==> src/rtl/cnt_seq_ctrl.sv <==
// APB-controlled sequencer for an external decade counter: counts terminal-count wraps up to TERM.
// Optional SNAP register (counter value captured on STOP) is built only when CNT_SEQ_SNAP_EN is defined.
module cnt_seq_ctrl #(
  parameter int APB_ADDR_WIDTH = 8,
  parameter int APB_DATA_WIDTH = 8
) (
  input  logic                      clk,
  input  logic                      rstn,
  input  logic                      psel,
  input  logic                      penable,
  input  logic                      pwrite,
  input  logic [APB_ADDR_WIDTH-1:0] paddr,
  input  logic [APB_DATA_WIDTH-1:0] pwdata,
  output logic [APB_DATA_WIDTH-1:0] prdata,
  output logic                      pready,
  output logic                      pslverr,
  output logic                      cnt_en,
  output logic                      cnt_clr,
  input  logic [3:0]                cnt_val,
  input  logic                      cout_in,
  output logic                      irq
);

  typedef enum logic [1:0] {
    S_IDLE  = 2'd0,
    S_CLEAR = 2'd1,
    S_RUN   = 2'd2,
    S_DONE  = 2'd3
  } state_t;

  localparam logic [APB_ADDR_WIDTH-1:0] A_CTRL   = APB_ADDR_WIDTH'(0);
  localparam logic [APB_ADDR_WIDTH-1:0] A_TERM   = APB_ADDR_WIDTH'(1);
  localparam logic [APB_ADDR_WIDTH-1:0] A_STATUS = APB_ADDR_WIDTH'(2);
  localparam logic [APB_ADDR_WIDTH-1:0] A_WRAPS  = APB_ADDR_WIDTH'(3);
`ifdef CNT_SEQ_SNAP_EN
  localparam logic [APB_ADDR_WIDTH-1:0] A_SNAP   = APB_ADDR_WIDTH'(4);
`endif

  state_t     state;
  logic       irq_en;
  logic       cont;
  logic       done;
  logic       pend;
  logic [7:0] term;
  logic [7:0] wraps;
`ifdef CNT_SEQ_SNAP_EN
  logic [3:0] snap;
`else
  logic       cnt_val_unused;
  assign cnt_val_unused = ^cnt_val;
`endif

  logic       access;
  logic [7:0] wdata;
  logic [7:0] rdata;
  logic       err;
  logic       ctrl_wr;
  logic       term_wr;
  logic       pend_w1c;
  logic       start_req;
  logic       stop_req;
  logic [7:0] wraps_inc;
  logic       term_hit;

  // Register decode; an access is only honoured out of reset, and an erroneous write changes nothing.
  always_comb begin
    access    = rstn & psel & penable;
    wdata     = pwdata[7:0];
    rdata     = 8'd0;
    err       = 1'b0;
    ctrl_wr   = 1'b0;
    term_wr   = 1'b0;
    pend_w1c  = 1'b0;
    start_req = 1'b0;
    stop_req  = 1'b0;
    if (access) begin
      case (paddr)
        A_CTRL: begin
          rdata = {4'd0, cont, irq_en, 2'd0};
          if (pwrite) begin
            if (wdata[0] && !wdata[1] && (state == S_IDLE || state == S_DONE) && term == 8'd0) begin
              err = 1'b1;
            end else begin
              ctrl_wr   = 1'b1;
              start_req = wdata[0] & ~wdata[1];
              stop_req  = wdata[1];
            end
          end
        end
        A_TERM: begin
          rdata = term;
          if (pwrite) begin
            if (state == S_RUN) err = 1'b1;
            else term_wr = 1'b1;
          end
        end
        A_STATUS: begin
          rdata = {4'd0, pend, done, state};
          if (pwrite) pend_w1c = wdata[3];
        end
        A_WRAPS: begin
          rdata = wraps;
          if (pwrite) err = 1'b1;
        end
`ifdef CNT_SEQ_SNAP_EN
        A_SNAP: begin
          rdata = {4'd0, snap};
          if (pwrite) err = 1'b1;
        end
`endif
        default: err = 1'b1;
      endcase
    end
  end

  // STOP outranks a coincident terminal count.
  always_comb begin
    wraps_inc = wraps + 8'd1;
    term_hit  = (state == S_RUN) && cout_in && !stop_req && (wraps_inc == term);
  end

  always_comb begin
    prdata      = '0;
    prdata[7:0] = rdata;
  end

  assign pslverr = err;
  assign pready  = 1'b1;
  assign cnt_en  = (state == S_RUN);
  assign cnt_clr = (state == S_CLEAR);

  always_ff @(posedge clk) begin
    if (!rstn) begin
      state  <= S_IDLE;
      irq_en <= 1'b0;
      cont   <= 1'b0;
      done   <= 1'b0;
      pend   <= 1'b0;
      term   <= 8'd0;
      wraps  <= 8'd0;
      irq    <= 1'b0;
`ifdef CNT_SEQ_SNAP_EN
      snap   <= 4'd0;
`endif
    end else begin
      irq <= pend & irq_en;
      if (ctrl_wr) begin
        irq_en <= wdata[2];
        cont   <= wdata[3];
      end
      if (term_wr) term <= wdata;
      case (state)
        S_IDLE, S_DONE: begin
          if (start_req) state <= S_CLEAR;
        end
        S_CLEAR: begin
          wraps <= 8'd0;
          done  <= 1'b0;
          state <= S_RUN;
        end
        S_RUN: begin
          if (stop_req) begin
            state <= S_IDLE;
`ifdef CNT_SEQ_SNAP_EN
            snap  <= cnt_val;
`endif
          end else if (cout_in) begin
            if (term_hit && cont) begin
              wraps <= 8'd0;
            end else if (term_hit) begin
              wraps <= wraps_inc;
              done  <= 1'b1;
              state <= S_DONE;
            end else begin
              wraps <= wraps_inc;
            end
          end
        end
        default: state <= S_IDLE;
      endcase
      // A hardware set wins over a same-cycle write-one-to-clear.
      if (term_hit) pend <= 1'b1;
      else if (pend_w1c) pend <= 1'b0;
    end
  end

endmodule

==> config.mk <==
export PLATFORM = sky130hd
export DESIGN_NAME = cnt_seq_ctrl
export DESIGN_NICKNAME = d
export VERILOG_FILES = /design/src/rtl/cnt_seq_ctrl.sv
export SDC_FILE = /design/constraint.sdc
export NUM_CORES = 1
export LEC_CHECK = 0
export BUFFER_PORTS_ARGS = -buffer_cell sky130_fd_sc_hd__buf_2
export CORE_MARGIN = 3
export CORE_UTILIZATION = 55
export CTS_BUF_LIST = sky130_fd_sc_hd__clkbuf_16
export CTS_CLUSTER_SIZE = 10
export DETAILED_ROUTE_END_ITERATION = 12
export GPL_ROUTABILITY_DRIVEN = 0
export PLACE_DENSITY = 0.91
export SLEW_MARGIN = 20
export SYNTH_ARGS = -nofsm -noshare
export SYNTH_HDL_FRONTEND = slang
export SYNTH_SLANG_ARGS = --single-unit
==> constraint.sdc <==
create_clock -name clk -period 4.6 [get_ports clk]
set_input_delay 0.23 -clock clk [delete_from_list [all_inputs] [get_ports clk]]
set_output_delay 0.23 -clock clk [all_outputs]
set_load 0.1 [all_outputs]
## Yosys cells after proc, flatten, opt, wreduce, memory -nomap -nowiden

Cells that the tools add are included.

- Bits of input ports: 26
- Output and inout port bits: 13
- Register bits: 23

- Bitwise operators: 5
- Reduce and logical (&&, ||, !) cells: 19
- Equality and inequality tests: 15
- Muxes and demuxes: 45
- $add $sub $neg: 1

Operators with widths:

| kind | number |
|---|---|
| two-way mux 8 bit | 4 |
| case mux 8 bit (4 select lines) | 1 |
| two-way mux 1 bit | 31 |
| equality test 8 x 2 -> 1 bit, second input constant | 2 |
| zero test 8 bit | 2 |
| case mux 8 bit (2 select lines) | 1 |
| two-way mux 2 bit | 5 |
| adder 8 x 1 -> 8 bit, second input constant | 1 |
| equality test 8 x 1 -> 1 bit, second input constant | 1 |
| equality test 8 bit | 1 |
| logical AND 1 bit | 7 |
| != test 2 bit, second input constant | 3 |
| != test 3 x 1 -> 1 bit, second input constant | 2 |
| case mux 2 bit (3 select lines) | 1 |
| AND reduction 5 bit | 1 |
| AND 1 bit | 4 |
| equality test 2 bit, second input constant | 2 |
| != test 2 x 1 -> 1 bit, second input constant | 2 |
| case mux 1 bit (4 select lines) | 1 |
| AND reduction 4 bit | 1 |
| nonzero test 2 bit | 2 |
| != test 3 bit, second input constant | 1 |
| AND reduction 3 bit | 1 |
| equality test 2 x 1 -> 1 bit, second input constant | 1 |
| other kinds (6) | 7 |

## Depth between registers and ports, before layout

- Depth in word-level cells: 16
- Mapped depth: 8
- Depth with buffers taken out: 8

## Worst setup path before layout

Ideal clock, no wire load.

- Kind: flip-flop to output port
- From: register state[0]
- To: output port pslverr
- Data arrival time: 3.246 ns
- Setup slack: 1.124 ns
- Cell stages (with the launch flop): 8
- Cells stage by stage: dfxtp_1 -> inv_1 -> ha_1 -> buf_2 -> o21ai_0 -> o31ai_1 -> nand2_1 -> a21oi_1

- Elaborated cells on any way between the ends: 12
- Those cells by class: eq/ne (2); mux (6); reduce/logical (4)

RTL lines:

| what | line | text |
|---|---|---|
| from (decl) | 39 | `state_t state;` |
| from (signal assigned) | 134 | `state <= S_IDLE;` |
| from (signal assigned) | 154 | `if (start_req) state <= S_CLEAR;` |
| from (signal assigned) | 159 | `state <= S_RUN;` |
| equality test 2 bit | - |  |
| via cnt_en | 17 | `output logic cnt_en,` |
| two-way mux 1 bit | 93 | `if (state == S_RUN) err = 1'b1;` |
| two-way mux 1 bit | 92 | `if (pwrite) begin` |
| case mux 1 bit (4 select lines) | 77 | `case (paddr)` |
| two-way mux 1 bit | 76 | `if (access) begin` |
| to (decl) | 16 | `output logic pslverr,` |

The timed path passes the listed nets, and every way through them passes these cells.

## Worst setup path in the final report

- From: register state[0]
- To: output port pslverr

- Word-level cells in the longest chain between the ends: 8
- Elaborated cells on any way between the ends: 12
- Those cells by class: eq/ne (2); mux (6); reduce/logical (4)

Ends and longest elaborated chain:

| what | line | text |
|---|---|---|
| equality test 2 bit or zero test 2 bit (tied branches) | 81 | `if (wdata[0] && !wdata[1] && (state == S_IDLE \|\| state == S_DONE) && term == 8'd0) begin` |
| logical OR 1 bit | 81 |  |
| logical AND 1 bit (2 in series) | 81 |  |
| two-way mux 1 bit | 81 |  |
| two-way mux 1 bit | 80 | `if (pwrite) begin` |
| case mux 1 bit (4 select lines) * | 77 |  |
| two-way mux 1 bit * | 76 |  |

Mark *: on every way between the ends. The rest lies on a longest branch, timed or not.

==> run_results.csv <==
group,metric,value,unit
global_route,grt_max_degree,20,
synth,syn-num-nets,235,
timing,setup_tns,0,ps
setup_path,crit_buf_inv,2,
clock_tree,htreeDepth,1,
synth,yosysWarnings,0,
synth,synth-seq-area-share,27.4,%
clock_tree,clock_latency,260,ps
finish,nets,260,
timing,fin_skew,1.46,ps
setup_path,crit_required,4370,ps
finish,final_cell_mix,"buf_2 (33), dfxtp_1 (23), nor2_1 (22)",
synth,yosys_register_bits,23,
synth,synth_cell_types,49,
floorplanning,dieHeight,61.2,um
floorplanning,initial_core_util,59.3,%
floorplanning,ios,39,
finish,drive_above_1_share,20.9,%
finish,final_area,0.00189,mm2
synth,synth-edff-count,0,
run,drv_cap,0,
finish,final_common_cell,"buf_2",
global_route,grt_pass1_wl,7.01,mm
timing,max-slew-margin-rel,47.8,%
timing,drv_slew,0,
synth,synthCells,206,
timing,tightest_slew,776,ps
detailed_routing,viasPerCell,6.42,
detailed_routing,wl_per_cell,16.3,um
global_route,gr-total-overflow,0,
placement,place_area,0.00181,mm2
clock_tree,cts_resized,0,
setup_path,critPathSlowestCell,"ha_1",
timing,finalCriticalPeriod,2790,ps
timing,holdWs,204,ps
clock_tree,cts.sinks,23,
placement,io_buffers,33,
power,powerDensity,227,mW/mm2
setup_path,start_kind,"register",
setup_path,end_kind,"output port",
floorplanning,die_area,0.00375,mm2
power,vdd_ir_drop_max,0.284,mV
clock_tree,post_cts_buffers,0,
clock_tree,clockBufferDepth,2,
detailed_routing,drtIter0Drc,87,
setup_path,cpPeakStageDelay,450,ps
finish,area_growth,12.8,%
floorplanning,design.core.area,0.00283,mm2
detailed_routing,wirelength,4.25,mm
clock_tree,cts_hold_buf,0,
timing,rsz0062_at_grt,"no",
clock_tree,cts_inserted_buffers,3,
setup_path,crit_family,"simple AND/OR/NAND/NOR gates",
detailed_routing,vias,1676,
synth,synthArstFlopShare,0,%
min_path,hold_path.class,"in -> reg",
setup_path,path_class,"reg -> out",
setup_path,arrival,2560,ps
floorplanning,fp-row-count,19,
detailed_routing,antenna_left,0,
status,status,"finished clean",
finish,num_antenna_cells,0,
clock_tree,root_buffer,"clkbuf_16",
setup_path,worstPathMaxFanout,8,
power,leakage,0.768,nW
timing,setup_violations,0,
synth,postSynthAreaPerCell,8.14,um2
setup_path,cp_cell_sequence,"inv_1 > ha_1 > nor4bb_1 > nand3_1 > o31ai_1 > nand2_1 > a21oi_1 > buf_2",
detailed_routing,first_pass_iters,4,
global_route,antenna_found_initial,0,
timing,hold_violations,0,
finish,fin_util,66.9,%
clock_tree,clk_pin_slew,60,ps
synth,ys.flop_type,"dfxtp_1",
timing,fmax,359,MHz
synth,synth_area,0.00168,mm2
placement,dp_hpwl,3.14,mm
floorplanning,dieWidth,61.2,um
clock_tree,cts_tree,"yes",
global_route,track_usage,24.8,%
global_route,grt_pass1_vias,1521,
timing,fin_crit_sh,60.6,%
detailed_routing,drcViolationCount,0,
[worst paths after layout]
path                               from                    end  slack, ps  cells after the start
setup / recovery  state[0]$_SDFFE_PN0P_                pslverr       1810                      8
hold / removal                pwdata[5]   term[5]$_SDFFE_PN0P_        200                      3
hold reg to reg       pend$_SDFFE_PN0P_      pend$_SDFFE_PN0P_        500                      2
setup reg to reg  wraps[0]$_SDFFE_PN0P_  wraps[6]$_SDFFE_PN0P_       1860                      7
[sequential cells by signal, summed over array words and instances, names as in the netlist]
register	count
cont	1
pend	1
done	1
term	8
irq_en	1
irq	1
wraps	8
state	2
[power by group]
part	leakage, nW	internal, mW	switching (mW)
sequential	0.185	0.199	0.0000742
clock	0.0409	0.117	0.0752
combinational	0.542	0.0132	0.0241
total	0.768	0.329	0.0994
[cell usage after synthesis (5+ instances only)]
master	number	area share, %
buf_2	8	2.4
nor2_1	22	4.9
nand2_1	15	3.4
dfxtp_1	23	27
xnor2_1	7	3.7
mux2i_1	15	8.9
a21oi_1	8	2.4
inv_1	11	2.5
nand4_1	7	2.6
a41oi_1	6	3.1
o22ai_1	5	1.9
or3_1	7	2.6
o21ai_0	8	2.4
nand3_1	11	3.3
[worst register-to-register path, cell delays in order, from the launching register on]
cell	delay, ps
dfxtp_1	550
ha_1	330
nand3_1	220
xnor2_1	200
nor4_1	600
nand4_4	310
a41oi_1	320
o22ai_1	110
[kinds of logic after synthesis]
family,synth area share (%)
adders and majority gates,2.24
muxes,11.6
AOI/OAI and AO/OA,15.7
DFF,27.4
buffers and inverters,6.86
other,0.223
xor gates and xnor gates,5.22
and+or+nand+nor,30.7
[metal layers]
layer  part of all wire, %  vias to the layer above  global-route usage (%)
li1                      -                      806                       -
met4                   2.2                        0                    10.2
met1                    43                      778                    31.6
met5                     0                        -                       0
met2                    47                       80                    39.3
met3                   8.0                       12                    7.34
[metrics by stage]
stage,total power [mW],std cells,setup WS [ps]
after floorplan,0.227,206,1120
after global placement,0.240,257,2030
after detailed placement,0.241,257,1960
after CTS,0.430,261,1880
after global routing,0.439,261,1610
final,0.429,261,1810
[layout make-up]
cell class              count  area [um2]
clock buffers               3        75.1
clock inverters             1        5.00
fillers                   234         937
inverters                  12        45.0
multi-input cells         158        1100
flip-flops and latches     23         460
well taps                  31        38.8
repair buffers             33         165
Power figures use the tool's default switching activity.
